$ cat src/rtl/axis_framer_pkg.sv
// Shared types and constants for the AXI-Stream sample framer.
// The AXIS_FRAMER_HEADER_EN build uses the HEADER state and HEADER_MAGIC.
package axis_framer_pkg;

  typedef enum logic [1:0] {
    ST_IDLE   = 2'd0,
    ST_HEADER = 2'd1,
    ST_DATA   = 2'd2
  } state_t;

  localparam logic [15:0] HEADER_MAGIC = 16'hAD76;
  localparam int          OVF_CNT_W    = 16;

endpackage

$ cat src/rtl/axis_sample_framer_if.sv
// AXI-Stream bundle used on both sides of the framer.
interface axis_sample_framer_if #(
  parameter int DATA_W = 32
) ();
  // A beat transfers on a rising edge where tvalid & tready are both 1. Once
  // tvalid is high, tdata/tlast stay stable until that beat; tready may toggle freely.
  logic [DATA_W-1:0] tdata;
  logic              tvalid;
  logic              tready;
  logic              tlast;

  modport master (output tdata, output tvalid, output tlast, input tready);
  modport slave  (input tdata, input tvalid, input tlast, output tready);
endinterface

$ cat src/rtl/axis_framer_fifo.sv
// First-word-fall-through sample FIFO; a push while full is taken when a pop
// happens in the same cycle.
module axis_framer_fifo #(
  parameter int WIDTH = 24,
  parameter int DEPTH = 16
) (
  input  logic             aclk,
  input  logic             aresetn,
  input  logic             push,
  input  logic [WIDTH-1:0] push_data,
  input  logic             pop,
  output logic [WIDTH-1:0] pop_data,
  output logic             full,
  output logic             empty
);
  localparam int AW = $clog2(DEPTH);

  logic [WIDTH-1:0] mem [DEPTH];
  logic [AW:0]      wr_ptr;
  logic [AW:0]      rd_ptr;
  logic             do_push;
  logic             do_pop;

  assign empty    = (wr_ptr == rd_ptr);
  assign full     = (wr_ptr[AW] != rd_ptr[AW]) && (wr_ptr[AW-1:0] == rd_ptr[AW-1:0]);
  assign do_pop   = pop && !empty;
  assign do_push  = push && (!full || do_pop);
  assign pop_data = mem[rd_ptr[AW-1:0]];

  always_ff @(posedge aclk or negedge aresetn) begin
    if (!aresetn) begin
      wr_ptr <= '0;
      rd_ptr <= '0;
    end else begin
      if (do_push) wr_ptr <= wr_ptr + 1'b1;
      if (do_pop)  rd_ptr <= rd_ptr + 1'b1;
    end
  end

  always_ff @(posedge aclk) begin
    if (do_push) mem[wr_ptr[AW-1:0]] <= push_data;
  end
endmodule

$ cat src/rtl/axis_sample_framer.sv
// Packs 24-bit ADC samples into fixed-length sign-extended AXIS frames with tlast.
// Define AXIS_FRAMER_HEADER_EN to prefix each frame with {HEADER_MAGIC, seq}.
module axis_sample_framer
  import axis_framer_pkg::*;
#(
  parameter int IN_WIDTH   = 24,
  parameter int OUT_WIDTH  = 32,
  parameter int FRAME_LEN  = 256,
  parameter int FIFO_DEPTH = 16
) (
  input  logic                 aclk,
  input  logic                 aresetn,
  axis_sample_framer_if.slave  s_axis,
  axis_sample_framer_if.master m_axis,
  input  logic                 enable,
  input  logic                 overflow_clr,
  output logic [OVF_CNT_W-1:0] overflow_cnt,
  output logic                 busy,
  output state_t               dbg_state
);
  localparam int CNT_W = $clog2(FRAME_LEN + 1);

  state_t               state;
  logic [CNT_W-1:0]     in_cnt;
  logic [CNT_W-1:0]     ld_cnt;
  logic                 s_ready;
  logic [OUT_WIDTH-1:0] out_data;
  logic                 out_valid;
  logic                 out_last;
  logic [IN_WIDTH-1:0]  fifo_dout;
  logic                 fifo_full;
  logic                 fifo_empty;
  logic                 out_free;
  logic                 out_hs;
  logic                 pop;
  logic                 attempt;
  logic                 store;
  logic                 drop;
  logic                 start;
  logic [OUT_WIDTH-1:0] sext_word;
  logic                 unused_s_tlast;
`ifdef AXIS_FRAMER_HEADER_EN
  logic [15:0]          seq;
`endif

  assign unused_s_tlast = s_axis.tlast;
  assign s_axis.tready  = s_ready;
  assign m_axis.tdata   = out_data;
  assign m_axis.tvalid  = out_valid;
  assign m_axis.tlast   = out_last;
  assign dbg_state      = state;
  assign busy           = (state != ST_IDLE) || !fifo_empty;

  assign out_free  = !out_valid || m_axis.tready;
  assign out_hs    = out_valid && m_axis.tready;
  assign pop       = (state == ST_DATA) && !fifo_empty && out_free && (ld_cnt != CNT_W'(FRAME_LEN));
  // in_cnt != 0 means the input side is mid-frame, so the rest of the frame is
  // taken even after enable falls; only a fresh frame needs enable.
  assign attempt   = s_ready && s_axis.tvalid && ((in_cnt != '0) || enable);
  assign store     = attempt && (!fifo_full || pop);
  assign drop      = attempt && !store;
  assign start     = (state == ST_IDLE) && (store || !fifo_empty);
  assign sext_word = OUT_WIDTH'($signed(fifo_dout));

  axis_framer_fifo #(
    .WIDTH (IN_WIDTH),
    .DEPTH (FIFO_DEPTH)
  ) u_fifo (
    .aclk      (aclk),
    .aresetn   (aresetn),
    .push      (store),
    .push_data (s_axis.tdata),
    .pop       (pop),
    .pop_data  (fifo_dout),
    .full      (fifo_full),
    .empty     (fifo_empty)
  );

  always_ff @(posedge aclk or negedge aresetn) begin
    if (!aresetn) begin
      s_ready      <= 1'b0;
      in_cnt       <= '0;
      overflow_cnt <= '0;
    end else begin
      s_ready <= 1'b1;
      if (store) in_cnt <= (in_cnt == CNT_W'(FRAME_LEN - 1)) ? '0 : in_cnt + 1'b1;
      if (overflow_clr)                  overflow_cnt <= drop ? OVF_CNT_W'(1) : '0;
      else if (drop && overflow_cnt != '1) overflow_cnt <= overflow_cnt + 1'b1;
    end
  end

  always_ff @(posedge aclk or negedge aresetn) begin
    if (!aresetn) begin
      state     <= ST_IDLE;
      ld_cnt    <= '0;
      out_data  <= '0;
      out_valid <= 1'b0;
      out_last  <= 1'b0;
`ifdef AXIS_FRAMER_HEADER_EN
      seq       <= '0;
`endif
    end else begin
      case (state)
        ST_IDLE: begin
          if (start) begin
`ifdef AXIS_FRAMER_HEADER_EN
            state     <= ST_HEADER;
            out_valid <= 1'b1;
            out_last  <= 1'b0;
            out_data  <= OUT_WIDTH'({HEADER_MAGIC, seq});
`else
            state     <= ST_DATA;
`endif
          end
        end
        ST_HEADER: begin
          if (out_hs) begin
            state     <= ST_DATA;
            out_valid <= 1'b0;
          end
        end
        ST_DATA: begin
          if (pop) begin
            out_valid <= 1'b1;
            out_data  <= sext_word;
            out_last  <= (ld_cnt == CNT_W'(FRAME_LEN - 1));
            ld_cnt    <= ld_cnt + 1'b1;
          end else if (out_hs) begin
            out_valid <= 1'b0;
            out_last  <= 1'b0;
          end
          // No pop can coincide with the tlast beat: ld_cnt is already FRAME_LEN.
          if (out_hs && out_last) begin
            state  <= ST_IDLE;
            ld_cnt <= '0;
`ifdef AXIS_FRAMER_HEADER_EN
            seq    <= seq + 1'b1;
`endif
          end
        end
        default: state <= ST_IDLE;
      endcase
    end
  end
endmodule

$ cat src/flat_wrapper.sv
// flat-port wrapper written by rule: the top's interface ports become plain ports
module axis_sample_framer_flat import axis_framer_pkg::*;
#(
  parameter int IN_WIDTH   = 24,
  parameter int OUT_WIDTH  = 32,
  parameter int FRAME_LEN  = 256,
  parameter int FIFO_DEPTH = 16
)
  (aclk, aresetn, enable, overflow_clr, overflow_cnt, busy, dbg_state, s_axis_tdata, s_axis_tvalid, s_axis_tlast, s_axis_tready, m_axis_tdata, m_axis_tvalid, m_axis_tlast, m_axis_tready);
  axis_sample_framer_if #(.DATA_W((24))) s_axis_i ();
  axis_sample_framer_if #(.DATA_W((32))) m_axis_i ();
  input  logic aclk;
  input  logic aresetn;
  input  logic enable;
  input  logic overflow_clr;
  output logic [OVF_CNT_W-1:0] overflow_cnt;
  output logic busy;
  output state_t dbg_state;
  input wire logic [$bits(s_axis_i.tdata)-1:0] s_axis_tdata;
  input wire logic [$bits(s_axis_i.tvalid)-1:0] s_axis_tvalid;
  input wire logic [$bits(s_axis_i.tlast)-1:0] s_axis_tlast;
  output wire logic [$bits(s_axis_i.tready)-1:0] s_axis_tready;
  output wire logic [$bits(m_axis_i.tdata)-1:0] m_axis_tdata;
  output wire logic [$bits(m_axis_i.tvalid)-1:0] m_axis_tvalid;
  output wire logic [$bits(m_axis_i.tlast)-1:0] m_axis_tlast;
  input wire logic [$bits(m_axis_i.tready)-1:0] m_axis_tready;
  assign s_axis_i.tdata = s_axis_tdata;
  assign s_axis_i.tvalid = s_axis_tvalid;
  assign s_axis_i.tlast = s_axis_tlast;
  assign s_axis_tready = s_axis_i.tready;
  assign m_axis_tdata = m_axis_i.tdata;
  assign m_axis_tvalid = m_axis_i.tvalid;
  assign m_axis_tlast = m_axis_i.tlast;
  assign m_axis_i.tready = m_axis_tready;
  axis_sample_framer #(.IN_WIDTH(IN_WIDTH), .OUT_WIDTH(OUT_WIDTH), .FRAME_LEN(FRAME_LEN), .FIFO_DEPTH(FIFO_DEPTH)) u_core (.aclk(aclk), .aresetn(aresetn), .s_axis(s_axis_i), .m_axis(m_axis_i), .enable(enable), .overflow_clr(overflow_clr), .overflow_cnt(overflow_cnt), .busy(busy), .dbg_state(dbg_state));
endmodule
$ cat config.mk
export PLATFORM = sky130hd
export DESIGN_NAME = axis_sample_framer_flat
export DESIGN_NICKNAME = d
export VERILOG_FILES = /design/src/rtl/axis_framer_pkg.sv /design/src/rtl/axis_sample_framer_if.sv /design/src/rtl/axis_framer_fifo.sv /design/src/rtl/axis_sample_framer.sv /design/src/flat_wrapper.sv
export SDC_FILE = /design/constraint.sdc
export NUM_CORES = 1
export LEC_CHECK = 0
export CAP_MARGIN = 20
export CORE_MARGIN = 8
export CORE_UTILIZATION = 55
export CTS_BUF_LIST = sky130_fd_sc_hd__clkbuf_8
export DETAILED_ROUTE_END_ITERATION = 10
export DONT_BUFFER_PORTS = 1
export GPL_ROUTABILITY_DRIVEN = 0
export PLACE_DENSITY_LB_ADDON = 0.25
export SLEW_MARGIN = 20
export SYNTH_ARGS = -nofsm -noshare
export SYNTH_HDL_FRONTEND = slang
export SYNTH_SLANG_ARGS = --single-unit
$ cat constraint.sdc
create_clock -name aclk -period 4.5 [get_ports aclk]
set_clock_uncertainty 0.2 [all_clocks]
set_input_delay 0.45 -clock aclk [delete_from_list [all_inputs] [get_ports aclk]]
set_output_delay 0.45 -clock aclk [all_outputs]
set_load 0.02 [all_outputs]
==> impl_metrics.json <==
{
  "vias": 9198,
  "antenna_found_initial": 3,
  "synthTopCellsByCount": "edfxtp_1, mux4_2, dfrtp_1",
  "crit_type": "register to register",
  "combPwrFrac": 0.235,
  "worstMarginPinSlew_ns": 0.9109,
  "p_leak_nw": 6.881,
  "area_delta_synth_final_pct": 13.35,
  "synth_nets": 992,
  "max_stage_delay_ns": 0.85,
  "worstPathRequired_ns": 4.57,
  "holdWs_ns": 0.05606,
  "avgSynthCellArea_um2": 18.96,
  "internal_power_mw": 8.319,
  "wire_per_inst_um": 24.41,
  "clkPwrFrac": 0.307,
  "synth_edf_count": 384,
  "path_buf_inv": 2,
  "drive_gt1_frac": 0.2338,
  "rows": 66,
  "grt_pass1_wl_mm": 56.53,
  "p_seq_frac": 0.458,
  "hpwl_mm": 19.76,
  "peakVddDrop_mv": 0.4804,
  "crit_slowest_cell": "and3_1",
  "hold_viol": 0,
  "switchingPower_mw": 3.632,
  "fin_nets": 1061,
  "slew_violations": 0,
  "drtPass1Iterations": 5,
  "fin_crit_sh": 0.7611,
  "max_freq_mhz": 292.0,
  "worstPathCellList": "inv_1 > ha_1 > nor4b_1 > a31o_2 > a31oi_2 > and3_1 > buf_4",
  "synth_cell_types": 57,
  "clk_pin_slew_worst_paths_ns": 0.06,
  "overflow": 0,
  "relSlewSlack": 0.3927,
  "synth_top_area_cell": "edfxtp_1",
  "yosysWarnings": 0,
  "crit_start": "u_core.in_cnt[0]",
  "place_ws_ns": 1.124,
  "synth.area.top_cells": "edfxtp_1, mux4_2, dfrtp_1",
  "async_reset_ff_frac": 0.1579,
  "rsz0062_at_grt": "no",
  "worstSetupStartpointType": "register",
  "final_cells": 1526,
  "ant_nets": 0,
  "critPathArrivalTime_ns": 3.50,
  "worstPathMaxFanout": 17,
  "post-place-cells": 1354,
  "endpoint_kind": "register",
  "fillers": 2291,
  "io_pins": 85,
  "root_buffer": "clkbuf_8",
  "ys_seq_area_frac": 0.7404,
  "syn_area_um2": 18010,
  "cts_buffer_depth": 3,
  "critPathTopFamily": "simple AND/OR/NAND/NOR gates",
  "min_from": "m_axis_tready",
  "io_buffers": 0,
  "yosysMostFrequentCell": "edfxtp_1",
  "yosysTopAreaCellShare": 0.6403,
  "grt_util_all_layers": 0.1937,
  "die_y_um": 197.0,
  "initial_core_util": 0.5563,
  "htreeDepth": 3,
  "swShare": 0.3039,
  "floorplan.die_area_um2": 38790,
  "drt-total-wl_mm": 37.25,
  "post-route-min-period_ns": 3.425,
  "numCtsBuffers": 76,
  "cap_viol_max_count": 0,
  "layout_setup_ws_ns": 1.075,
  "netlist_instances": 950,
  "r2r_start": "u_core.in_cnt[0]",
  "placeableCoreArea_um2": 32370,
  "post-route-util": 0.6306,
  "grt_start_max_net_pins": 100,
  "synth_seq_cells": 456,
  "status": "completed",
  "first_iter_violations": 749,
  "drcViolationCount": 0,
  "insertion_delay_ns": 0.60,
  "grt_pass1_vias": 9457,
  "synth_ff_type": "edfxtp_1",
  "min_path_type": "primary input to register",
  "vias_per_cell": 6.028,
  "cts_tree": "done",
  "cts.sinks": 456,
  "tns_ns": 0,
  "setup_viol": 0,
  "die_w_um": 197.0,
  "power_density_nw_per_um2": 585.5
}
## through the flow
step | cell area, um^2 | total power, mW
floorplan | 18010 | 7.614
global placement | 18530 | 8.307
detailed placement | 18530 | 8.343
CTS | 20410 | 12.11
global route | 20410 | 12.52
finish | 20410 | 11.95
## layer usage
metal	track usage	wire, um
met1	0.2603	15930
met2	0.3074	17930
met3	0.05100	2696
met4	0.06408	680
met5	0	8
## worst register-to-register path: stages (launching register included)
cell,delay (ns)
dfrtp_1,0.39
inv_1,0.08
ha_1,0.20
nor4b_1,0.14
a31o_2,0.28
a31oi_2,0.56
and3_1,0.85
buf_4,0.40
## power groups by stage
| stage | registers, mW | logic [mW] | clock network (mW) |
|---|---|---|---|
| floorplan | 5.35 | 2.26 | 0 |
| global placement | 5.55 | 2.76 | 0 |
| detailed placement | 5.56 | 2.78 | 0 |
| CTS | 5.48 | 2.87 | 3.76 |
| global route | 5.53 | 3.06 | 3.94 |
| finish | 5.47 | 2.81 | 3.67 |
## state kept, by name, summed over array words and instances, names as in the netlist
| signal | flops |
|---|---|
| u_core.u_fifo.mem | 384 |
| u_core.m_axis.tdata | 24 |
| u_core.overflow_cnt | 16 |
| u_core.in_cnt | 9 |
| u_core.ld_cnt | 9 |
| u_core.u_fifo.rd_ptr | 5 |
| u_core.u_fifo.wr_ptr | 5 |
| u_core.dbg_state | 1 |
| u_core.m_axis.tlast | 1 |
| u_core.m_axis.tvalid | 1 |
| u_core.s_axis.tready | 1 |
## logic make-up (layout without fill, tap and decap cells)
group | after synthesis | count (layout) | synth area share
adder cells (fa/ha/maj) | 11 | 11 | 0.007642
other | 2 | 4 | 0.0004170
AND/OR/NAND/NOR | 158 | 158 | 0.04898
multiplexers | 100 | 100 | 0.1224
buffers and inverters | 73 | 205 | 0.01848
flip-flops | 456 | 456 | 0.7404
XOR/XNOR | 17 | 17 | 0.008268
AO/OA/AOI/OAI | 133 | 133 | 0.05350
## layout make-up
type	count	area (um^2)	area share
sequential	456	13340	0.6536
multi-input combinational	421	4402	0.2156
inverter	11	41.29	0.002023
tap	442	553.0	0.02709
timing repair buffer	53	500.5	0.02452
antenna	2	5.005	0.0002452
clock buffer	88	1211	0.05934
clock inverter	53	357.8	0.01753
## cell usage in the layout (no fill, tap or decap), types with 25 or more instances in the layout
cell type      synthesis  routed
a22o_1                27      27
clkbuf_8               0      88
dfrtp_1               72      69
dlygate4sd3_1          0      28
edfxtp_1             384     384
inv_1                 11      25
mux4_2                96      96
nand2_1               47      47
o21ai_0               33      33
## final timing paths
kind	to	slack, ns	cells after the start
min	u_core.m_axis.tlast	0.06	3
max	u_core.u_fifo.mem[8][12]	1.07	7
min in group asynchronous	u_core.overflow_cnt[0]	0.25	2
min reg2reg	u_core.ld_cnt[3]	0.32	1
max in group asynchronous	u_core.u_fifo.rd_ptr[0]	3.49	2
max reg2reg	u_core.u_fifo.mem[8][12]	1.07	7
## repair_timing
item,CTS,global route
buffers inserted,0,0
hold endpoints to repair,474,0
hold buffers,29,0
gates resized for setup,0,0
No activity file was read; power rests on OpenSTA's default activity.
